File: src/rtl/axi_node_pkg.sv
// Shared types for the AXI node slave port: AW decoder state encoding and B response codes.
package axi_node_pkg;

  typedef enum logic [1:0] {
    IDLE,
    WAIT_HEAD,
    DRAIN,
    BRESP
  } aw_dec_state_e;

  localparam logic [1:0] OKAY   = 2'b00;
  localparam logic [1:0] SLVERR = 2'b10;
  localparam logic [1:0] DECERR = 2'b11;

endpackage

File: src/rtl/axi_aw_region_match.sv
// Region compare for every initiator port plus lowest-index priority; purely combinational.
// Region r of port i lives at flat index r*N_INIT_PORT+i of the start/end/enable vectors.
module axi_aw_region_match #(
  parameter int unsigned ADDR_WIDTH  = 32,
  parameter int unsigned N_INIT_PORT = 4,
  parameter int unsigned N_REGION    = 2
) (
  input  logic [ADDR_WIDTH-1:0]                      addr_i,
  input  logic [N_REGION*N_INIT_PORT*ADDR_WIDTH-1:0] start_addr_i,
  input  logic [N_REGION*N_INIT_PORT*ADDR_WIDTH-1:0] end_addr_i,
  input  logic [N_REGION*N_INIT_PORT-1:0]            enable_region_i,
  output logic [N_INIT_PORT-1:0]                     sel_o,
  output logic                                       miss_o
);

  logic [N_INIT_PORT-1:0] match;

  for (genvar i = 0; i < N_INIT_PORT; i++) begin : g_port
    logic [N_REGION-1:0] hit;
    for (genvar r = 0; r < N_REGION; r++) begin : g_reg
      localparam int unsigned IDX = r*N_INIT_PORT + i;
      assign hit[r] = enable_region_i[IDX]
                    & (addr_i >= start_addr_i[IDX*ADDR_WIDTH +: ADDR_WIDTH])
                    & (addr_i <= end_addr_i[IDX*ADDR_WIDTH +: ADDR_WIDTH]);
    end
    assign match[i] = |hit;
  end

  // Overlapping maps are legal; the lowest port index owns the address.
  always_comb begin
    logic found;
    found = 1'b0;
    sel_o = '0;
    for (int i = 0; i < N_INIT_PORT; i++) begin
      if (match[i] && !found) begin
        sel_o[i] = 1'b1;
        found    = 1'b1;
      end
    end
  end

  assign miss_o = ~|match;

endmodule

File: src/rtl/axi_aw_address_decoder.sv
// AW decode/route stage of the AXI node slave port; sequences the W error drain and DECERR B.
// Optional AXI_AW_DECERR_CNT_EN adds a saturating decode-error counter with synchronous clear.
module axi_aw_address_decoder
  import axi_node_pkg::*;
#(
  parameter int unsigned ADDR_WIDTH  = 32,
  parameter int unsigned ID_WIDTH    = 4,
  parameter int unsigned N_INIT_PORT = 4,
  parameter int unsigned N_REGION    = 2,
  parameter int unsigned FIFO_DEPTH  = 8
) (
  input  logic                                       clk,
  input  logic                                       rst,
  input  logic                                       awvalid_i,
  input  logic [ADDR_WIDTH-1:0]                      awaddr_i,
  input  logic [ID_WIDTH-1:0]                        awid_i,
  output logic                                       awready_o,
  output logic [N_INIT_PORT-1:0]                     awvalid_o,
  input  logic [N_INIT_PORT-1:0]                     awready_i,
  input  logic [N_REGION*N_INIT_PORT*ADDR_WIDTH-1:0] start_addr_i,
  input  logic [N_REGION*N_INIT_PORT*ADDR_WIDTH-1:0] end_addr_i,
  input  logic [N_REGION*N_INIT_PORT-1:0]            enable_region_i,
  output logic [N_INIT_PORT-1:0]                     DEST_o,
  output logic                                       push_DEST_o,
  input  logic                                       grant_FIFO_DEST_i,
  input  logic                                       wlast_pop_i,
  output logic                                       handle_error_o,
  input  logic                                       wdata_error_completed_i,
`ifdef AXI_AW_DECERR_CNT_EN
  input  logic                                       dec_err_clr_i,
  output logic [15:0]                                dec_err_cnt_o,
`endif
  output logic                                       bvalid_o,
  output logic [ID_WIDTH-1:0]                        bid_o,
  output logic [1:0]                                 bresp_o,
  input  logic                                       bready_i
);

  localparam int unsigned OCC_W = $clog2(FIFO_DEPTH+1);

  aw_dec_state_e        state_q, state_d;
  logic [OCC_W-1:0]     occ_q, occ_d;
  logic [OCC_W-1:0]     ahead_q, ahead_d;
  logic [ID_WIDTH-1:0]  bid_q, bid_d;
  logic [N_INIT_PORT-1:0] sel;
  logic                 miss;
  logic                 miss_hs;

  axi_aw_region_match #(
    .ADDR_WIDTH  (ADDR_WIDTH),
    .N_INIT_PORT (N_INIT_PORT),
    .N_REGION    (N_REGION)
  ) u_match (
    .addr_i          (awaddr_i),
    .start_addr_i    (start_addr_i),
    .end_addr_i      (end_addr_i),
    .enable_region_i (enable_region_i),
    .sel_o           (sel),
    .miss_o          (miss)
  );

  assign miss_hs = (state_q == IDLE) & miss & awvalid_i & grant_FIFO_DEST_i & ~rst;

  always_comb begin
    state_d        = state_q;
    ahead_d        = ahead_q;
    bid_d          = bid_q;
    awready_o      = 1'b0;
    awvalid_o      = '0;
    DEST_o         = '0;
    push_DEST_o    = 1'b0;
    handle_error_o = 1'b0;
    bvalid_o       = 1'b0;
    bresp_o        = OKAY;
    unique case (state_q)
      IDLE: begin
        if (!miss) begin
          awvalid_o = sel & {N_INIT_PORT{awvalid_i & grant_FIFO_DEST_i}};
          awready_o = |(awready_i & sel) & grant_FIFO_DEST_i;
          DEST_o    = sel;
        end else begin
          awready_o = grant_FIFO_DEST_i;
        end
        push_DEST_o = awvalid_i & awready_o;
        if (miss_hs) begin
          // Entries still queued ahead of the error entry, net of a pop this cycle.
          bid_d   = awid_i;
          ahead_d = occ_q - OCC_W'(wlast_pop_i);
          state_d = (ahead_d == '0) ? DRAIN : WAIT_HEAD;
        end
      end
      WAIT_HEAD: begin
        if (wlast_pop_i) ahead_d = ahead_q - OCC_W'(1);
        if (ahead_d == '0) state_d = DRAIN;
      end
      DRAIN: begin
        handle_error_o = 1'b1;
        if (wdata_error_completed_i) state_d = BRESP;
      end
      BRESP: begin
        bvalid_o = 1'b1;
        bresp_o  = DECERR;
        if (bready_i) state_d = IDLE;
      end
      default: state_d = IDLE;
    endcase
    // Outputs stay quiet while reset is held, since the state register only clears on the edge.
    if (rst) begin
      awready_o      = 1'b0;
      awvalid_o      = '0;
      DEST_o         = '0;
      push_DEST_o    = 1'b0;
      handle_error_o = 1'b0;
      bvalid_o       = 1'b0;
      bresp_o        = OKAY;
    end
    occ_d = occ_q + OCC_W'(push_DEST_o) - OCC_W'(wlast_pop_i);
  end

  assign bid_o = bid_q;

  always_ff @(posedge clk) begin
    if (rst) begin
      state_q <= IDLE;
      occ_q   <= '0;
      ahead_q <= '0;
      bid_q   <= '0;
    end else begin
      state_q <= state_d;
      occ_q   <= occ_d;
      ahead_q <= ahead_d;
      bid_q   <= bid_d;
    end
  end

`ifdef AXI_AW_DECERR_CNT_EN
  logic [15:0] cnt_q, cnt_d;

  always_comb begin
    cnt_d = cnt_q;
    if (dec_err_clr_i)                    cnt_d = '0;
    else if (miss_hs && cnt_q != 16'hFFFF) cnt_d = cnt_q + 16'd1;
  end

  always_ff @(posedge clk) begin
    if (rst) cnt_q <= '0;
    else     cnt_q <= cnt_d;
  end

  assign dec_err_cnt_o = cnt_q;
`endif

  // The W router must never pop an entry that was not pushed.
  assert property (@(posedge clk) disable iff (rst) !(wlast_pop_i && occ_q == '0));

endmodule

File: config.mk
export PLATFORM = sky130hd
export DESIGN_NAME = axi_aw_address_decoder
export DESIGN_NICKNAME = d
export VERILOG_FILES = /design/src/rtl/axi_node_pkg.sv /design/src/rtl/axi_aw_region_match.sv /design/src/rtl/axi_aw_address_decoder.sv
export SDC_FILE = /design/constraint.sdc
export NUM_CORES = 1
export LEC_CHECK = 0
export ABC_AREA = 0
export CORE_AREA = 4 4 223 225
export CTS_BUF_LIST = sky130_fd_sc_hd__clkbuf_4
export DETAILED_ROUTE_END_ITERATION = 16
export DIE_AREA = 0 0 227 229
export SETUP_SLACK_MARGIN = 0.4
export SYNTH_ARGS = -nofsm -noshare
export SYNTH_HDL_FRONTEND = slang
export SYNTH_SLANG_ARGS = --single-unit
File: constraint.sdc
create_clock -name clk -period 4.6 [get_ports clk]
set_input_delay 0.46 -clock clk [delete_from_list [all_inputs] [get_ports clk]]
set_output_delay 0.46 -clock clk [all_outputs]
set_load 0.02 [all_outputs]
Word level (Yosys, flattened, before mapping)
Index checks and enable logic that the tools add are counted.
{ "op_classes": {"add_sub_neg": 4, "bitwise": 26, "order_cmp": 16, "n_mux": 34, "n_eq_ne": 7, "n_reduce_logical": 20} }
{ "ops": {"columns": ["cell", "count"], "rows": [
  ["32-bit greater-or-equal comparator", 8],
  ["32-bit less-or-equal comparator", 8],
  ["4-bit 2-to-1 mux", 9],
  ["1-bit bitwise AND", 23],
  ["1-bit 2-to-1 mux", 16],
  ["2-bit 2-to-1 mux", 7],
  ["4-bit bitwise AND", 2],
  ["4-bit logical NOT", 2],
  ["2-bit inequality test (second input constant)", 4],
  ["2-bit one-hot mux with 4 select lines", 1],
  ["4-bit one-hot mux with 2 select lines", 1],
  ["2-bit OR reduction", 4],
  ["8-bit OR reduction", 1],
  ["4-bit by 1-bit subtractor with 4-bit output", 2],
  ["4-bit by 1-bit adder with 4-bit output", 1],
  ["2-bit == test (second input constant)", 2],
  ["1-bit logical NOT", 4],
  ["2-bit AND reduction", 2],
  ["4-bit AND reduction", 1],
  ["4-bit OR reduction", 1],
  ["4-bit by 1-bit subtractor with 4-bit output (second input constant)", 1],
  ["1-bit logical AND", 3],
  ["2-bit by 1-bit == test with 1-bit output (second input constant)", 1],
  ["2-bit logical NOT", 1],
  ["2 further kinds", 2]
]} }
{ "word_totals": {"output_inout_bits": 18, "reg_bits": 14, "elab_cells": 111, "in_bits": 567} }

Logic depth before layout (Yosys ltp)
{ "depth": {"ltp_word": 24, "ltp_mapped": 16} }

By module
A second synthesis with hierarchy kept.
{ "unflattened": {"cells_unflattened": 1920, "area_unflattened_um2": 13867.0} }
{ "by_module_without_submodules": {"columns": ["mod", "seq_area_each_um2", "n_inst", "area_each_um2", "cells_per_inst"], "rows": [
  ["axi_aw_region_match", 0.0, 1, 12819.8, 1788],
  ["axi_aw_address_decoder", 280.3, 1, 1047.3, 132]
]} }

Least setup slack after synthesis
OpenSTA, ideal clock, no wires.
{ "synth_timing": {"path_kind": "input-to-reg", "startpoint": "input port awaddr_i[0]", "endpoint": "register occ_q[1]", "n_path_buf": 0, "slack_ps": 214, "arrival_time_ps": 4258, "stages": 14, "cell_sequence": "inv_1 ha_1 nand2b_1 a2111oi_0 nor4_1 or4_1 a211oi_1 o22a_1 o21ai_0 o221a_2 nor3b_1 ha_1 fa_1 nor2b_1"} }
{ "synth_via": {"elab_chain_cells": 24, "word_cells_on_any_way": 59, "classes_between": "2 x add/sub; 16 x order compare; 10 x mux; 19 x bitwise; 12 x reduce/logical"} }
{ "synth_lines": {"columns": ["item", "line", "text"], "rows": [
  ["from (decl)", "axi_aw_address_decoder.sv:15", "input logic [ADDR_WIDTH-1:0] awaddr_i,"],
  ["32-bit greater-or-equal comparator", "axi_aw_region_match.sv:23", "& (addr_i >= start_addr_i[IDX*ADDR_WIDTH +: ADDR_WIDTH])"],
  ["1-bit bitwise AND", "axi_aw_region_match.sv:23", null],
  ["1-bit bitwise AND", "axi_aw_region_match.sv:24", "& (addr_i <= end_addr_i[IDX*ADDR_WIDTH +: ADDR_WIDTH]);"],
  ["2-bit OR reduction", "axi_aw_region_match.sv:26", "assign match[i] = |hit;"],
  ["1-bit 2-to-1 mux", "axi_aw_region_match.sv:35", "if (match[i] && !found) begin"],
  ["1-bit logical NOT", "axi_aw_region_match.sv:35", null],
  ["1-bit logical AND", "axi_aw_region_match.sv:35", null],
  ["1-bit 2-to-1 mux", "axi_aw_region_match.sv:35", null],
  ["[10 not listed]", null, null],
  ["1-bit 2-to-1 mux (*)", "axi_aw_address_decoder.sv:75", "unique case (state_q)"],
  ["1-bit bitwise AND (*)", "axi_aw_address_decoder.sv:84", "push_DEST_o = awvalid_i & awready_o;"],
  ["1-bit 2-to-1 mux (*)", "axi_aw_address_decoder.sv:75", null],
  ["1-bit 2-to-1 mux (*)", "axi_aw_address_decoder.sv:108", "if (rst) begin"],
  ["via push_DEST_o", "axi_aw_address_decoder.sv:24", "output logic push_DEST_o,"],
  ["4-bit by 1-bit adder with 4-bit output (*)", "axi_aw_address_decoder.sv:117", "occ_d = occ_q + OCC_W'(push_DEST_o) - OCC_W'(wlast_pop_i);"],
  ["4-bit by 1-bit subtractor with 4-bit output (*)", "axi_aw_address_decoder.sv:117", null],
  ["via occ_d[1]", "axi_aw_address_decoder.sv:42", "logic [OCC_W-1:0] occ_q, occ_d;"],
  ["to (signal assigned)", "axi_aw_address_decoder.sv:125", "occ_q <= '0;"],
  ["to (signal assigned)", "axi_aw_address_decoder.sv:130", "occ_q <= occ_d;"],
  ["to (decl)", "axi_aw_address_decoder.sv:42", null]
]} }
The timed path passes the listed nets; every way through them passes the cells marked *. The select of a mux whose other input is x is not followed.
A chain may end at the register's enable or synchronous reset.

Worst setup path in the final report
{ "layout_timing": {"startpoint": "input port start_addr_i[143]", "endpoint": "register occ_q[3]"} }
{ "layout_via": {"elab_chain_cells": 24, "word_cells_on_any_way": 27, "classes_between": "2 x add/sub; 1 x order compare; 10 x mux; 5 x bitwise; 9 x reduce/logical"} }
{ "layout_lines": {"columns": ["item", "line", "text"], "rows": [
  ["from (decl)", "axi_aw_address_decoder.sv:20", "input logic [N_REGION*N_INIT_PORT*ADDR_WIDTH-1:0] start_addr_i,"],
  ["32-bit greater-or-equal comparator (*)", "axi_aw_region_match.sv:23", null],
  ["1-bit bitwise AND (*)", "axi_aw_region_match.sv:23", null],
  ["1-bit bitwise AND (*)", "axi_aw_region_match.sv:24", null],
  ["2-bit OR reduction", "axi_aw_region_match.sv:26", null],
  ["1-bit 2-to-1 mux", "axi_aw_region_match.sv:35", null],
  ["1-bit logical NOT", "axi_aw_region_match.sv:35", null],
  ["1-bit logical AND", "axi_aw_region_match.sv:35", null],
  ["1-bit 2-to-1 mux", "axi_aw_region_match.sv:35", null],
  ["[8 not listed]", null, null],
  ["1-bit bitwise AND", "axi_aw_address_decoder.sv:79", "awready_o = |(awready_i & sel) & grant_FIFO_DEST_i;"],
  ["1-bit 2-to-1 mux (*)", "axi_aw_address_decoder.sv:77", "if (!miss) begin"],
  ["1-bit 2-to-1 mux (*)", "axi_aw_address_decoder.sv:75", null],
  ["1-bit bitwise AND (*)", "axi_aw_address_decoder.sv:84", null],
  ["1-bit 2-to-1 mux (*)", "axi_aw_address_decoder.sv:75", null],
  ["1-bit 2-to-1 mux (*)", "axi_aw_address_decoder.sv:108", null],
  ["4-bit by 1-bit adder with 4-bit output (*)", "axi_aw_address_decoder.sv:117", null],
  ["4-bit by 1-bit subtractor with 4-bit output (*)", "axi_aw_address_decoder.sv:117", null]
]} }
Every way passes the cells marked *; elsewhere a longest branch is shown, timed or not. The select of a mux whose other input is x is not followed.

==> results.json <==
{
  "boundaryPins": 585,
  "maxCapViolations": 0,
  "crit_path_end_kind": "register",
  "path_depth": 17,
  "cp_num_buf_inv": 3,
  "io_buffer_count": 584,
  "met2_usage_pct": 47.6,
  "finalPower_uw": 2420,
  "wire_per_inst_um": 21.0,
  "tns_ns": 0,
  "hp-class": "register to register",
  "syn_inst": 1952,
  "netlist.area_leader.share_pct": 47.0,
  "met3_usage_pct": 3.33,
  "critPathLaunchType": "primary input",
  "syn_nets": 3043,
  "clk_path_buf_depth": 2,
  "num_rows": 80,
  "grt_max_degree": 26,
  "path_max_fanout": 3,
  "reg2reg_to": "occ_q[1]",
  "start_util_pct": 29.3,
  "rr_startpoint": "state_q[0]",
  "cp-startpoint": "start_addr_i[143]",
  "worstSetupPathType": "primary input to register",
  "fmax_ghz": 0.246,
  "outcome": "finished, final reports clean",
  "setup_viol": 0,
  "grt_antenna_before_repair": 13,
  "crit_path_top_delay_cell": "or4_4",
  "synth_area_mm2": 0.0139,
  "async_reset_ff_share_pct": 0,
  "ys_dominant_reg_cell": "dfxtp_1",
  "busiest_layer": "met2",
  "grtUsageMet1_pct": 30.0,
  "crit_arrival_ns": 4.29,
  "dieArea_mm2": 0.0520,
  "hold_violations": 0,
  "antenna_left": 0,
  "slew-limit-headroom_pct": 52.4,
  "dr.pass1.iters": 7,
  "insertion_delay_ns": 0.29,
  "chipHeight_um": 229,
  "hold_slack_ns": 0.483,
  "wl_um": 70100,
  "required_ns": 4.83,
  "area_delta_synth_final_pct": 63.2,
  "clk_pin_slew_ns": 0.09,
  "via_count": 16800,
  "seq_area_frac_synth_pct": 2.01,
  "die_w_um": 227,
  "yosys_register_bits": 14,
  "dp_hpwl_um": 62400,
  "synth_area_leader_cell": "ha_1",
  "report.final.slew_viol_count": 0,
  "cts.sinks": 14,
  "cts_root_buffer": "clkbuf_4",
  "grt_pass1_wl_um": 102000,
  "overflow": 0,
  "power.leakage_uw": 0.0124,
  "r2r_cells": 10,
  "place_ws_ns": -0.947,
  "gp_congestion": 0.955,
  "grt_usage_pct": 25.4,
  "critPathMaxStageDelay_ns": 0.53,
  "synth_edf_count": 0,
  "tightest_slew_ns": 0.714,
  "cts_tree": "done",
  "cts_made_buffers": 3,
  "num-fill-cells": 4651,
  "finalCriticalPeriod_ns": 4.06,
  "vias_per_cell": 5.04,
  "ys_types": 62,
  "cp_cell_sequence": "clkdlybuf4s50_1 -> inv_2 -> ha_4 -> and4_1 -> nand2_1 -> or4_4 -> a311oi_2 -> nor2_1 -> o32a_4 -> or2_4 -> nor3b_4 -> buf_6 -> ha_4 -> a21oi_2 -> nor2_1 -> or3_1 -> a21oi_1",
  "drc": 0,
  "synth_area_per_cell_um2": 7.13,
  "drive_gt1_share_pct": 9.78,
  "ir_drop_v": 0.0000863,
  "ys_warn_count": 0,
  "endpoint": "occ_q[3]",
  "rrSetupSlack_ns": 1.99,
  "rsz0062_at_grt": "false",
  "period_share_pct": 88.2,
  "final_nets": 3802,
  "p_per_area_mw_per_mm2": 107,
  "ctsHtreeMaxLevel": 1,
  "setup_ws_ns": 0.543,
  "first_global_vias": 17900,
  "skew_ns": 0.00138,
  "first_iter_violations": 891,
  "coreArea_mm2": 0.0475,
  "cpLargestDelayFamily": "simple AND/OR/NAND/NOR gates",
  "cts_hold_buf": 0,
  "synthTopCellsByArea": "ha_1 (47%), inv_1 (14%), a21oi_1 (6.8%), nand2_1 (3.4%), nand4_1 (3.2%)"
}
## power by group
group,internal [uW],total [uW],switching (uW)
clock,31.6,77.4,45.7
combinational,1140,2180,1050
sequential,142,159,17.3
## layout make-up
class	count	area (um^2)	share of cell area, %
Multi-Input combinational cell	1407	12100	53.3
Clock inverter	1	3.75	0.0165
Inverter	523	1960	8.64
Clock buffer	3	22.5	0.0991
Sequential cell	14	280	1.23
Antenna cell	7	17.5	0.0771
Timing Repair Buffer	762	7550	33.2
Tap cell	615	769	3.39
## what timing repair did
item	CTS	global route
setup buffers	0	23
pin swaps	19	43
gates resized for setup	74	101
gates cloned	0	2
endpoints found under the setup margin	23	11
## sequential cells by signal, summed over array words and instances, names as in the netlist
name	count
ahead_q	4
state_q	2
occ_q	4
bid_o	4
## synth_stat cells, types with 4 or more instances
master,instances
nor2b_1,19
a2111oi_0,9
clkbuf_1,5
xor2_1,5
nor3_1,19
o31ai_1,4
o22ai_1,4
nand2b_1,18
inv_1,523
a21oi_1,188
mux2i_1,4
a31oi_1,5
o21a_1,12
dfxtp_1,14
or3_1,6
nand3_1,52
a221o_1,9
a21boi_0,5
nand2_1,126
o211ai_1,11
and4_1,23
ha_1,523
a221oi_1,14
o21ai_0,76
a211o_1,6
a21o_1,47
nand4_1,71
nor2_1,68
a211oi_1,15
nor4_1,19
## worst min-delay path by stage
stage / startpoint / to / cells past startpoint
floorplan: ahead_q[2] / ahead_q[2] / 2
global placement: bid_o[3] / bid_o[3] / 2
detailed placement: bid_o[3] / bid_o[3] / 2
CTS: bid_o[3] / bid_o[3] / 2
global route: bid_o[3] / bid_o[3] / 2
finish: bid_o[3] / bid_o[3] / 2
## cells in the final DEF (no fill, tap or decap), types with 5 or more instances in the layout
cell,n
dfxtp_1,14
nor2b_1,19
a211oi_1,11
nor4_1,11
nand2_1,126
a21oi_2,6
buf_4,145
inv_1,515
a21o_1,47
buf_6,14
nand4_1,71
o21ai_1,11
o21ai_0,63
nand2b_1,17
buf_12,20
clkdlybuf4s50_1,540
xor2_1,5
nor2_1,68
ha_1,511
and4_1,22
inv_2,8
dlygate4sd2_1,7
nor3_1,18
ha_4,12
nand3_1,52
dlymetal6s2s_1,29
o211ai_1,11
a221oi_1,12
o21a_1,12
a211o_1,6
nor4_2,5
a21oi_1,182
a221o_1,9
diode_2,7
## metrics by stage
step           util [%]  instance area, um^2  cells
6_report           47.8                22700   3332
5_1_grt            47.8                22700   3332
4_1_cts            46.4                22100   3300
3_5_place_dp       46.0                21900   3296
3_3_place_gp       46.0                21900   3296
2_1_floorplan         -                13900   1952
## kinds of logic after synthesis
logic type / after synthesis / share of synthesized area (%)
fa+ha+maj: 524 / 47.2
flops: 14 / 2.01
xor+xnor: 7 / 0.440
mux: 6 / 0.503
simple gates: 439 / 16.2
compound gates: 431 / 19.3
buf+inv: 531 / 14.4
## per-layer routing
metal / up-vias / wire (um)
li1: 8328 / -
met1: 7794 / 28200
met2: 550 / 35500
met3: 120 / 3960
met4: 12 / 2310
met5: - / 57
## worst min-delay path: stages (launching register included)
cell	delay, ns
dfxtp_1	0.32
o21ai_0	0.07
a21oi_1	0.06
No activity file was read; power rests on OpenSTA's default activity.
